[src/rtl/avr_irqctl_pkg.sv]
// Shared constants and types for the AVR-style interrupt controller.
// Holds source count, register offsets, IRQCTL bit positions and FSM states.
package avr_irqctl_pkg;

   localparam int NUM_IRQ = 8;

   localparam logic [1:0] A_EN   = 2'd0;
   localparam logic [1:0] A_PND  = 2'd1;
   localparam logic [1:0] A_EDGE = 2'd2;
   localparam logic [1:0] A_CTL  = 2'd3;

   localparam int CTL_GIE  = 7;
   localparam int CTL_BUSY = 6;

   typedef enum logic [1:0] {
      ST_IDLE,
      ST_REQ,
      ST_SVC
   } state_t;

endpackage

[src/rtl/avr_irqctl_if.sv]
// I/O register bus between the CPU (master) and the controller (slave).
// Ports: io_re/io_we strobes, io_a select, io_di write data, io_do read data.
interface avr_irqctl_if;

   logic       io_re;
   logic       io_we;
   logic [1:0] io_a;
   logic [7:0] io_di;
   logic [7:0] io_do;

   modport master (
      output io_re, io_we, io_a, io_di,
      input  io_do
   );

   modport slave (
      input  io_re, io_we, io_a, io_di,
      output io_do
   );

endinterface

[src/rtl/avr_irq_prio.sv]
// Combinational 8-to-3 priority encoder; lowest set index wins.
// Ports: req (8 lines in), idx (winning index), valid (any line set).
module avr_irq_prio
   import avr_irqctl_pkg::*;
(
   input  logic [NUM_IRQ-1:0] req,
   output logic [2:0]         idx,
   output logic               valid
);

   // Scan downward so the lowest set index is the last assignment.
   always_comb begin
      idx   = '0;
      valid = |req;
      for (int i = NUM_IRQ - 1; i >= 0; i--) begin
         if (req[i]) idx = 3'(i);
      end
   end

endmodule

[src/rtl/avr_irqctl.sv]
// Eight-source interrupt controller with edge/level pending and a REQ/ACK/RETI FSM.
// Ports: clk, rst (async active-low), bus (I/O regs), irq_in, irq_req/irq_vec, irq_ack, irq_ret.
module avr_irqctl
   import avr_irqctl_pkg::*;
(
   input  logic               clk,
   input  logic               rst,
   avr_irqctl_if.slave        bus,
   input  logic [NUM_IRQ-1:0] irq_in,
   output logic               irq_req,
   output logic [2:0]         irq_vec,
   input  logic               irq_ack,
   input  logic               irq_ret
);

   logic [NUM_IRQ-1:0] en;
   logic [NUM_IRQ-1:0] edge_sel;
   logic [NUM_IRQ-1:0] pnd_e;
   logic [NUM_IRQ-1:0] irq_q;
   logic               gie;
   logic [2:0]         vec;
   state_t             state;

   logic               wr;
   logic [NUM_IRQ-1:0] set;
   logic [NUM_IRQ-1:0] wr_clr;
   logic [NUM_IRQ-1:0] ack_clr;
   logic [NUM_IRQ-1:0] pnd;
   logic [NUM_IRQ-1:0] cand;
   logic [2:0]         cand_idx;
   logic               cand_valid;
   logic               busy;
   logic [7:0]         ctl;

   assign wr   = bus.io_we & ~bus.io_re;
   assign busy = (state != ST_IDLE);
   assign set  = irq_in & ~irq_q & edge_sel;

   // Level sources read straight through; edge sources read the latch.
   assign pnd  = (edge_sel & pnd_e) | (~edge_sel & irq_in);
   assign cand = pnd & en;

   always_comb begin
      wr_clr = '0;
      if (wr && bus.io_a == A_PND) wr_clr = bus.io_di;
   end

   always_comb begin
      ack_clr = '0;
      if (state == ST_REQ && irq_ack) ack_clr[vec] = 1'b1;
   end

   always_comb begin
      ctl           = '0;
      ctl[CTL_GIE]  = gie;
      ctl[CTL_BUSY] = busy;
      ctl[2:0]      = vec;
   end

   always_comb begin
      bus.io_do = '0;
      if (bus.io_re) begin
         unique case (bus.io_a)
            A_EN:   bus.io_do = en;
            A_PND:  bus.io_do = pnd;
            A_EDGE: bus.io_do = edge_sel;
            A_CTL:  bus.io_do = ctl;
         endcase
      end
   end

   avr_irq_prio u_prio (
      .req   (cand),
      .idx   (cand_idx),
      .valid (cand_valid)
   );

   always_ff @(posedge clk or negedge rst) begin
      if (!rst) begin
         en       <= '0;
         edge_sel <= '0;
         pnd_e    <= '0;
         irq_q    <= '0;
         gie      <= 1'b0;
      end else begin
         irq_q <= irq_in;
         // A new edge beats any clear arriving on the same edge.
         pnd_e <= (pnd_e & ~(wr_clr | ack_clr)) | set;
         if (wr) begin
            unique case (bus.io_a)
               A_EN:   en       <= bus.io_di;
               A_PND:  ;
               A_EDGE: edge_sel <= bus.io_di;
               A_CTL:  gie      <= bus.io_di[CTL_GIE];
            endcase
         end
      end
   end

   always_ff @(posedge clk or negedge rst) begin
      if (!rst) begin
         state   <= ST_IDLE;
         irq_req <= 1'b0;
         vec     <= '0;
      end else begin
         unique case (state)
            ST_IDLE: begin
               if (gie && cand_valid) begin
                  state   <= ST_REQ;
                  irq_req <= 1'b1;
                  vec     <= cand_idx;
               end
            end
            ST_REQ: begin
               if (irq_ack) begin
                  state   <= ST_SVC;
                  irq_req <= 1'b0;
               end
            end
            ST_SVC: begin
               if (irq_ret) state <= ST_IDLE;
            end
            default: begin
               state   <= ST_IDLE;
               irq_req <= 1'b0;
            end
         endcase
      end
   end

   assign irq_vec = vec;

endmodule

[src/flat_wrapper.sv]
// flat-port wrapper written by rule: the top's interface ports become plain ports
module avr_irqctl_flat import avr_irqctl_pkg::*;
  (clk, rst, irq_in, irq_req, irq_vec, irq_ack, irq_ret, bus_io_re, bus_io_we, bus_io_a, bus_io_di, bus_io_do);
  avr_irqctl_if bus_i ();
  input  logic clk;
  input  logic rst;
  input  logic [NUM_IRQ-1:0] irq_in;
  output logic irq_req;
  output logic [2:0] irq_vec;
  input  logic irq_ack;
  input  logic irq_ret;
  input wire logic [$bits(bus_i.io_re)-1:0] bus_io_re;
  input wire logic [$bits(bus_i.io_we)-1:0] bus_io_we;
  input wire logic [$bits(bus_i.io_a)-1:0] bus_io_a;
  input wire logic [$bits(bus_i.io_di)-1:0] bus_io_di;
  output wire logic [$bits(bus_i.io_do)-1:0] bus_io_do;
  assign bus_i.io_re = bus_io_re;
  assign bus_i.io_we = bus_io_we;
  assign bus_i.io_a = bus_io_a;
  assign bus_i.io_di = bus_io_di;
  assign bus_io_do = bus_i.io_do;
  avr_irqctl u_core (.clk(clk), .rst(rst), .bus(bus_i), .irq_in(irq_in), .irq_req(irq_req), .irq_vec(irq_vec), .irq_ack(irq_ack), .irq_ret(irq_ret));
endmodule
[config.mk]
export PLATFORM = sky130hd
export DESIGN_NAME = avr_irqctl_flat
export DESIGN_NICKNAME = d
export VERILOG_FILES = /design/src/rtl/avr_irqctl_pkg.sv /design/src/rtl/avr_irqctl_if.sv /design/src/rtl/avr_irq_prio.sv /design/src/rtl/avr_irqctl.sv /design/src/flat_wrapper.sv
export SDC_FILE = /design/constraint.sdc
export NUM_CORES = 1
export LEC_CHECK = 0
export ABC_AREA = 1
export BUFFER_PORTS_ARGS = -buffer_cell sky130_fd_sc_hd__buf_2
export CORE_ASPECT_RATIO = 0.9
export CORE_MARGIN = 2
export CORE_UTILIZATION = 34
export CTS_BUF_LIST = sky130_fd_sc_hd__clkbuf_8
export CTS_CLUSTER_SIZE = 28
export DETAILED_ROUTE_END_ITERATION = 8
export PLACE_DENSITY = 0.59
export SLEW_MARGIN = 20
export SYNTH_ARGS = -nofsm -noshare
export SYNTH_HDL_FRONTEND = slang
export SYNTH_HIERARCHICAL = 1
export SYNTH_SLANG_ARGS = --single-unit
[constraint.sdc]
create_clock -name clk -period 1.7 [get_ports clk]
set_input_delay 0.34 -clock clk [delete_from_list [all_inputs] [get_ports clk]]
set_output_delay 0.34 -clock clk [all_outputs]
set_load 0.01 [all_outputs]
==> impl_metrics.json, run 1 <==
{
  "syn_nets": 338,
  "num_io_pins": 36,
  "power.density_nw_per_um2": 1130,
  "cts_tree": "yes",
  "ant_nets": 0,
  "cp_num_cells": 10,
  "endpoint_kind": "flip-flop",
  "grt_pass1_wl_mm": 9.50,
  "cts.sinks": 39,
  "fin_hold_ws_ns": 0.00202,
  "ys_seq_area_frac": 0.445,
  "clockBufferDepth": 2,
  "cts_root_buf": "clkbuf_8",
  "critical_path_buf_inv_count": 1,
  "finalHoldViolCount": 0,
  "grtUsageTotal": 0.177,
  "syn_inst": 314,
  "die_y_um": 80.2,
  "slew_headroom": 0.688,
  "num_rows": 27,
  "vias_per_cell": 4.61,
  "reg2reg_depth": 10,
  "grt_max_degree": 22,
  "cts.htree.levels": 2,
  "holdCritPathClass": "input pin to async pin",
  "place_hpwl_mm": 4.18,
  "vias": 2092,
  "first_pass_iters": 4,
  "critPathLaunch": "u_core/edge_sel[6]",
  "synth_area_leaders": "dfrtp_1 (44%), nand2_1 (18%), inv_1 (8.9%), nor2_1 (6.7%), o21ai_0 (5.5%)",
  "drc": 0,
  "cts_inserted_buffers": 5,
  "critPathMaxStageDelay_ns": 0.41,
  "area_delta_synth_final_pct": 22.5,
  "netlist-cell-type-count": 25,
  "worstPathCellList": "inv_1 > nand2_1 > nand2_2 > nor2_2 > or2_1 > nor3_2 > nand2_2 > nand4_1 > nand2_1 > o21ai_1",
  "setup_viol": 0,
  "crit_path_start_kind": "flip-flop",
  "path_max_fanout": 8,
  "rrSetupSlack_ns": 0.02,
  "skew_ns": 0.00442,
  "nets": 390,
  "status": "finished, final reports clean",
  "yosysMostFrequentCell": "nand2_1",
  "hold_buffers": 0,
  "die_w_um": 88.7,
  "rsz0062_at_grt": "yes",
  "yosysTopAreaCell": "dfrtp_1",
  "r2r_end": "u_core/irq_vec[0]",
  "crit_end": "u_core/irq_vec[0]",
  "coreArea_um2": 6180,
  "maxCapViolCount": 0,
  "wl_per_cell_um": 12.5,
  "p_leak_nw": 1.45,
  "synthesis.area_um2": 2190,
  "synth_common_cells": "nand2_1 (107), inv_1 (52), dfrtp_1 (39), nor2_1 (39), o21ai_0 (24)",
  "r2r_start": "u_core/edge_sel[6]",
  "finalPower_mw": 3.04,
  "drive_gt1_frac": 0.237,
  "slew_viol_final": 0,
  "clock_latency_ns": 0.29,
  "grt_pass1_vias": 1996,
  "start_util": 0.355,
  "async_flop_share": 1.00,
  "drt_iter0_markers": 107,
  "period_share": 0.986,
  "clk_pin_slew_ns": 0.08,
  "critPathKind": "flip-flop to flip-flop",
  "ir_drop_uv": 486,
  "routabilityCongestion": 0.854,
  "synth_edf_count": 0,
  "diodes": 0,
  "overflow": 0,
  "antenna_found_initial": 0,
  "yosysTopAreaCellShare": 0.445,
  "dieArea_um2": 7110,
  "critPathSlowestCell": "dfrtp_1",
  "crit_arrival_ns": 1.88,
  "critical_path.top_delay_family": "simple AND/OR/NAND/NOR gates",
  "fin_crit_ns": 1.68,
  "synth_warnings": 6,
  "fmax_mhz": 596,
  "avgSynthCellArea_um2": 6.99,
  "worst_pin_slew_ns": 0.468,
  "synth_ff_type": "dfrtp_1",
  "cp.required_ns": 1.91,
  "synth_seq_cells": 39,
  "final_core_util": 0.435,
  "port_buffers": 35,
  "wirelength_mm": 5.68
}
==> through the flow <==
step	worst slack (ns)	instance area, um2	cells	setup TNS [ns]
2_1_floorplan	0.247	2190	314	0
3_3_place_gp	0.0535	2540	443	0
3_5_place_dp	-0.0181	2540	443	-0.0218
4_1_cts	0.0210	2640	451	0
5_1_grt	-0.0930	2690	454	-0.257
6_report	0.0233	2690	454	0
==> routing by layer <==
metal / track usage / vias up / routed length, um
met5: 0 / - / 0
met4: 0.0712 / 0 / 61
met3: 0.0380 / 7 / 339
met2: 0.260 / 55 / 2480
met1: 0.250 / 965 / 2790
li1: - / 1065 / -
==> flip-flops by register name, indices dropped and copies added (netlist names) <==
register / cells
u_core/gie: 1
u_core/en: 8
u_core/irq_vec: 3
u_core/edge_sel: 8
u_core/pnd_e: 8
u_core/state: 2
u_core/irq_q: 8
u_core/irq_req: 1
==> cells in the final DEF (no fill, tap or decap), types with 3 or more instances in the layout <==
cell type  instances
nand3_1           19
o21ai_1            4
a21oi_1            3
nand2_1          103
buf_4             15
nor2_1            36
inv_2              5
buf_2             35
dfrtp_1           38
clkbuf_8           7
o21ai_2            9
nand2_2            5
o21ai_0           19
nor2_2             5
inv_1             49
==> timing repair <==
item                       in CTS  in global routing
setup endpoints to repair       0                  9
buffers inserted                0                  3
resized for setup               0                 19
==> worst reg2reg max path, stage by stage, from the launching register on <==
cell and delay [ns]:
dfrtp_1 0.41, inv_1 0.08, nand2_1 0.06, nand2_2 0.08, nor2_2 0.04, or2_1 0.25
nor3_2 0.17, nand2_2 0.09, nand4_1 0.24, nand2_1 0.10, o21ai_1 0.09
==> area by class of cell <==
cell class              instances  area, um2
clock buffers                   7       96.3
clock inverters                 1       3.75
fillers                       655       3490
inverters                      53        199
multi-input cells             216        995
flip-flops and latches         39        977
well taps                      87        109
repair buffers                 51        308
==> worst min path at each step <==
stage	slack [ns]	from	end
after global routing	0.03	rst	u_core/irq_q[0]
after detailed placement	0.32	rst	u_core/irq_q[7]
after global placement	0.32	rst	u_core/pnd_e[7]
after floorplan	0.04	rst	u_core/edge_sel[0]
after CTS	0.003	rst	u_core/edge_sel[6]
final	0.002	rst	u_core/irq_q[7]
==> report_power, final <==
group          leakage (nW)  internal (mW)  total, mW  switching (mW)
Clock                0.0557          0.364      0.675           0.311
Combinational         0.922          0.405       1.01           0.603
Sequential            0.471           1.16       1.36           0.201
Total                  1.45           1.92       3.04            1.12
==> kinds of logic (layout without fill, tap and decap cells) <==
| logic type | Yosys count | count (layout) | share of synthesized area |
|---|---|---|---|
| compound gates | 38 | 38 | 0.103 |
| buf+inv | 59 | 112 | 0.114 |
| flops | 39 | 39 | 0.445 |
| simple gates | 178 | 178 | 0.339 |
Note: power is estimated with default switching activity, not from simulation.
==> inputs of run 2 (changes only) <==
--- a/config.mk
+++ b/config.mk
@@ -13,6 +13,7 @@
 export CTS_BUF_LIST = sky130_fd_sc_hd__clkbuf_8
 export CTS_CLUSTER_SIZE = 28
 export DETAILED_ROUTE_END_ITERATION = 8
+export GPL_TIMING_DRIVEN = 0
 export PLACE_DENSITY = 0.59
 export SLEW_MARGIN = 20
 export SYNTH_ARGS = -nofsm -noshare
==> run 2 against run 1 <==
Effect of this change:
- count of clock-buffer cells in the layout is 2 lower
- utilization is 1.2 points lower
- clock skew hardly changed
- register-to-register slack worse by 0.02 ns
- critical path depth is 1 higher
- first-iteration DRC count is 37% higher
- worst setup slack worse by 0.020 ns
- final cell count is 2.0% lower
- flip-flop and latch count stayed put
- cell area is 2.7% lower
- clock power is 14% lower
- critical endpoint unchanged
==> impl_metrics.json, run 2 (synthesis gave the netlist of run 1 again) <==
{
  "cts_tree": "yes",
  "top_layer": "met4",
  "clk_pin_slew_ns": 0.07,
  "crit_path_frequent_cell": "nand2_1",
  "area_delta_synth_final_pct": 19.1,
  "cts.sinks": 39,
  "clockBufferDepth": 2,
  "cts.htree.levels": 2,
  "setup_slack_ns": 0.00280,
  "critPathMaxStageDelay_ns": 0.41,
  "endpoint_kind": "flip-flop",
  "rsz0062_at_grt": "yes",
  "crit_arrival_ns": 1.91,
  "overflow": 0,
  "start_util": 0.355,
  "crit_path_start_kind": "flip-flop",
  "worstPathCellList": "inv_1 > nand2_1 > nand2_2 > nor2_2 > or2_1 > nor3_2 > nand2_1 > nand4_1 > buf_6 > nand2_1 > o21ai_0",
  "vias": 2025,
  "die_y_um": 80.2,
  "drt_iter0_markers": 147,
  "period_share": 0.998,
  "holdCritPathClass": "input pin to flip-flop",
  "maxCapViolCount": 0,
  "final_cell_mix": "nand2_1 (99), inv_1 (49), dfrtp_1 (39)",
  "critPathKind": "flip-flop to flip-flop",
  "clock_latency_ns": 0.29,
  "fillers": 660,
  "routabilityCongestion": 0.851,
  "fmax_mhz": 589,
  "nets": 383,
  "slew_headroom": 0.402,
  "seqCellArea_um2": 976,
  "grt_pass1_vias": 1905,
  "grtUsageTotal": 0.172,
  "worst_pin_slew_ns": 0.898,
  "ant_nets": 0,
  "cts_inserted_buffers": 5,
  "wirelength_mm": 5.73,
  "diodes": 0,
  "finalHoldViolCount": 0,
  "antenna_found_initial": 0,
  "place_worst_setup_slack_ns": -0.122,
  "port_buffers": 34,
  "hold_buffers": 0,
  "dpl_cell_area_um2": 2470,
  "die_w_um": 88.7,
  "p_leak_nw": 1.40,
  "ir_drop_uv": 441,
  "setup_viol": 0,
  "power.density_nw_per_um2": 1130,
  "path_max_fanout": 6,
  "dr_wl_met3_um": 338,
  "multiInputGateArea_um2": 993,
  "dieArea_um2": 7110,
  "critPathSlowestCell": "dfrtp_1",
  "first_pass_iters": 4,
  "routed-wl-met2_mm": 2.53,
  "coreArea_um2": 6180,
  "slew_viol_final": 0,
  "cp.required_ns": 1.91,
  "grt_max_degree": 40,
  "fin_crit_ns": 1.70,
  "status": "finished, final reports clean",
  "skew_ns": 0.00475,
  "wl_per_cell_um": 12.9,
  "num_io_pins": 36,
  "drc": 0,
  "stdcell_area_um2": 2610,
  "vias_per_cell": 4.55,
  "cts_root_buf": "clkbuf_8",
  "layout.cells.most_common": "nand2_1",
  "wl_met1_mm": 2.82,
  "drive_gt1_frac": 0.218,
  "grt_pass1_wl_mm": 9.17,
  "place_hpwl_mm": 4.01,
  "num_rows": 27
}
[run 2: final timing paths]
check                                   start                end  slack [ns]  depth (start not counted)
setup / recovery           u_core/edge_sel[7]  u_core/irq_vec[0]       0.003                         11
hold / removal                      irq_in[1]    u_core/irq_q[1]        0.16                          1
setup reg to reg           u_core/edge_sel[7]  u_core/irq_vec[0]       0.003                         11
hold reg to reg                u_core/irq_req     u_core/irq_req        0.48                          2
max in group asynchronous                 rst    u_core/irq_q[0]        0.97                          1
min in group asynchronous                 rst    u_core/state[0]        0.18                          1
[run 2: layer usage]
metal / vias to the layer above / GRT usage
met5: - / 0
met4: 0 / 0.0561
met3: 4 / 0.0339
met2: 45 / 0.258
met1: 927 / 0.245
li1: 1049 / -
[run 2: critical path, delay by kind of cell (launching register included)]
family	cells	cell delay, ns
and+or+nand+nor	8	0.93
DFF	1	0.41
buffers and inverters	2	0.23
AOI/OAI and AO/OA	1	0.07
[run 2: metrics by stage]
stage | power [mW] | instances | setup TNS, ns | utilization | hold slack [ns]
floorplan | 1.97 | 314 | 0 | - | 0.0444
global placement | 2.24 | 435 | -0.984 | 0.400 | 0.454
detailed placement | 2.27 | 435 | -0.914 | 0.400 | 0.464
CTS | 2.87 | 440 | 0 | 0.412 | 0.157
global route | 3.22 | 445 | -0.302 | 0.423 | 0.152
finish | 2.95 | 445 | 0 | 0.423 | 0.164
[run 2: report_power, final]
part | internal [mW] | leakage [nW] | switching (mW)
clock network | 0.268 | 0.0413 | 0.311
registers | 1.15 | 0.472 | 0.197
logic | 0.411 | 0.888 | 0.607
total | 1.83 | 1.40 | 1.11
[run 2: area by class of cell]
class                           instances  share of cell area
Timing Repair Buffer                   39              0.0809
Multi-Input combinational cell        216               0.380
Clock buffer                            5              0.0263
Buffer                                  5              0.0191
Clock inverter                          1             0.00144
Inverter                               53              0.0771
Sequential cell                        39               0.373
Tap cell                               87              0.0416
[run 2: timing repair]
item / in CTS / in global routing
gates resized for setup: 3 / 21
pin swaps: 1 / 9
setup buffers: 0 / 5
endpoints found under the setup margin: 11 / 11
==> inputs of run 3 (changes only) <==
==> constraint.sdc (replaced) <==
create_clock -name clk -period 2 [get_ports clk]
set_input_delay 0.4 -clock clk [delete_from_list [all_inputs] [get_ports clk]]
set_output_delay 0.4 -clock clk [all_outputs]
set_load 0.01 [all_outputs]
==> run 3 against run 2 <==
Effect of this change:
- sequential share of layout area increased by 0.95 points
- first-iteration DRC count stayed put
- total power decreased by 18%
- cell area fell by 2.5%
- die area unchanged
- utilization decreased by 1.1 points
- non-clock buffer count down 4
- count of clock-buffer cells in the layout stayed put
- critical path depth shrank 4
- largest power group unchanged
==> impl_metrics.json, run 3 (synthesis gave the netlist of run 1 again) <==
{
  "setup_viol": 0,
  "routabilityCongestion": 0.851,
  "placedCellCount": 435,
  "hold_depth": 1,
  "worst_pin_slew_ns": 0.902,
  "first_pass_iters": 4,
  "antenna_found_initial": 0,
  "finalPower_mw": 2.42,
  "rrSetupSlack_ns": 0.24,
  "rsz0062_at_grt": "no",
  "finalHoldViolCount": 0,
  "endpoint_kind": "output port",
  "coreArea_um2": 6180,
  "num_io_pins": 36,
  "dieArea_um2": 7110,
  "worstPathCellList": "buf_2 > inv_2 > buf_2 > nand2_2 > o21ai_0 > nor2_1 > buf_2",
  "layout.cells.most_common": "nand2_1",
  "grt_max_degree": 40,
  "period_share": 0.933,
  "holdCritPathClass": "input pin to flip-flop",
  "skew_ns": 0.00742,
  "fin_crit_ns": 1.87,
  "fmax_mhz": 536,
  "ant_nets": 0,
  "critPathMaxStageDelay_ns": 0.25,
  "fin_hold_ws_ns": 0.222,
  "fillers": 668,
  "setup-tns-final_ns": 0,
  "path_max_fanout": 10,
  "cts_inserted_buffers": 5,
  "hold_buffers": 0,
  "hold_start": "irq_in[5]",
  "place_hpwl_mm": 4.01,
  "cts.htree.levels": 2,
  "crit_arrival_ns": 1.47,
  "port_buffers": 34,
  "drive_gt1_frac": 0.172,
  "ir_drop_uv": 369,
  "p_leak_nw": 1.38,
  "drc": 0,
  "grt_pass1_vias": 1913,
  "cp.required_ns": 1.60,
  "drt_iter0_markers": 147,
  "critical_path_buf_inv_count": 4,
  "critical_path.top_delay_family": "buffers and inverters",
  "maxCapViolCount": 0,
  "die_y_um": 80.2,
  "multiInputGateArea_um2": 971,
  "cts_tree": "yes",
  "final_cell_mix": "nand2_1 (106), inv_1 (53), nor2_1 (39), dfrtp_1 (39), buf_2 (36)",
  "die_w_um": 88.7,
  "vias_per_cell": 4.54,
  "start_util": 0.355,
  "slew_viol_final": 0,
  "power.density_nw_per_um2": 948,
  "crit_path_start_kind": "input pin",
  "crit_path_frequent_cell": "buf_2",
  "overflow": 0,
  "critPathKind": "input pin to output port",
  "diodes": 0,
  "vias": 2004,
  "final_cells": 441,
  "r2r_start": "u_core/edge_sel[3]",
  "clock_latency_ns": 0.29,
  "critPathLaunch": "bus_io_a[0]",
  "clockBufferDepth": 2,
  "grtUsageTotal": 0.172,
  "cts.sinks": 39,
  "cts_root_buf": "clkbuf_8",
  "status": "finished, final reports clean",
  "area_delta_synth_final_pct": 16.1,
  "clk_pin_slew_ns": 0.08,
  "nets": 379,
  "seqCellArea_um2": 976,
  "reg2reg_depth": 9,
  "slew_headroom": 0.399,
  "critPathSlowestCell": "buf_2",
  "wl_per_cell_um": 12.7,
  "wirelength_mm": 5.59,
  "r2r_end": "u_core/irq_vec[1]",
  "whs_endpoint": "u_core/irq_q[5]",
  "grt_pass1_wl_mm": 9.18,
  "num_rows": 27
}
## run 3: cell types whose count changed in the layout (fill, tap and decap cells not counted), moves of 3 or more
cell | previous run | this run
nand2_1 | 99 | 106
nand2_2 | 9 | 2
o21ai_0 | 19 | 24
o21ai_1 | 5 | 0
inv_1 | 49 | 53
buf_4 | 4 | 1
inv_2 | 4 | 1
## run 3: cell type report
cell class / count / share of cell area
Sequential cell: 39 / 0.383
Multi-Input combinational cell: 216 / 0.381
Inverter: 53 / 0.0781
Timing Repair Buffer: 34 / 0.0668
Tap cell: 87 / 0.0427
Clock buffer: 5 / 0.0270
Buffer: 6 / 0.0201
Clock inverter: 1 / 0.00147
## run 3: where the power goes
part | leakage [nW] | internal, mW | total [mW] | switching, mW
combinational | 0.866 | 0.296 | 0.778 | 0.483
clock | 0.0413 | 0.228 | 0.496 | 0.268
sequential | 0.472 | 0.981 | 1.14 | 0.160
total | 1.38 | 1.50 | 2.42 | 0.911
## run 3: metal layers
layer,part of all wire,wire length (um),GRT usage
met1,0.50,2800,0.245
met2,0.42,2370,0.254
met3,0.067,374,0.0339
met4,0.0077,43,0.0636
met5,0,0,0
## run 3: worst max-delay path by stage
| stage | to | slack, ns | cells past startpoint |
|---|---|---|---|
| 2_1_floorplan | bus_io_do[4] | 0.50 | 5 |
| 3_3_place_gp | bus_io_do[6] | 0.06 | 7 |
| 3_5_place_dp | bus_io_do[1] | 0.06 | 7 |
| 4_1_cts | bus_io_do[1] | 0.05 | 7 |
| 5_1_grt | bus_io_do[5] | 0.05 | 7 |
| 6_report | bus_io_do[1] | 0.13 | 7 |
## run 3: per-stage QoR
step | area [um2] | utilization | setup slack [ns]
6_report | 2550 | 0.412 | 0.135
5_1_grt | 2550 | 0.412 | 0.0538
4_1_cts | 2550 | 0.412 | 0.0545
3_5_place_dp | 2470 | 0.400 | 0.0578
3_3_place_gp | 2470 | 0.400 | 0.0596
2_1_floorplan | 2190 | - | 0.495
## run 3: what timing repair did
item | in CTS | in global routing
buffers inserted | 0 | 0
gates resized for setup | 0 | 1
setup endpoints to repair | 0 | 7
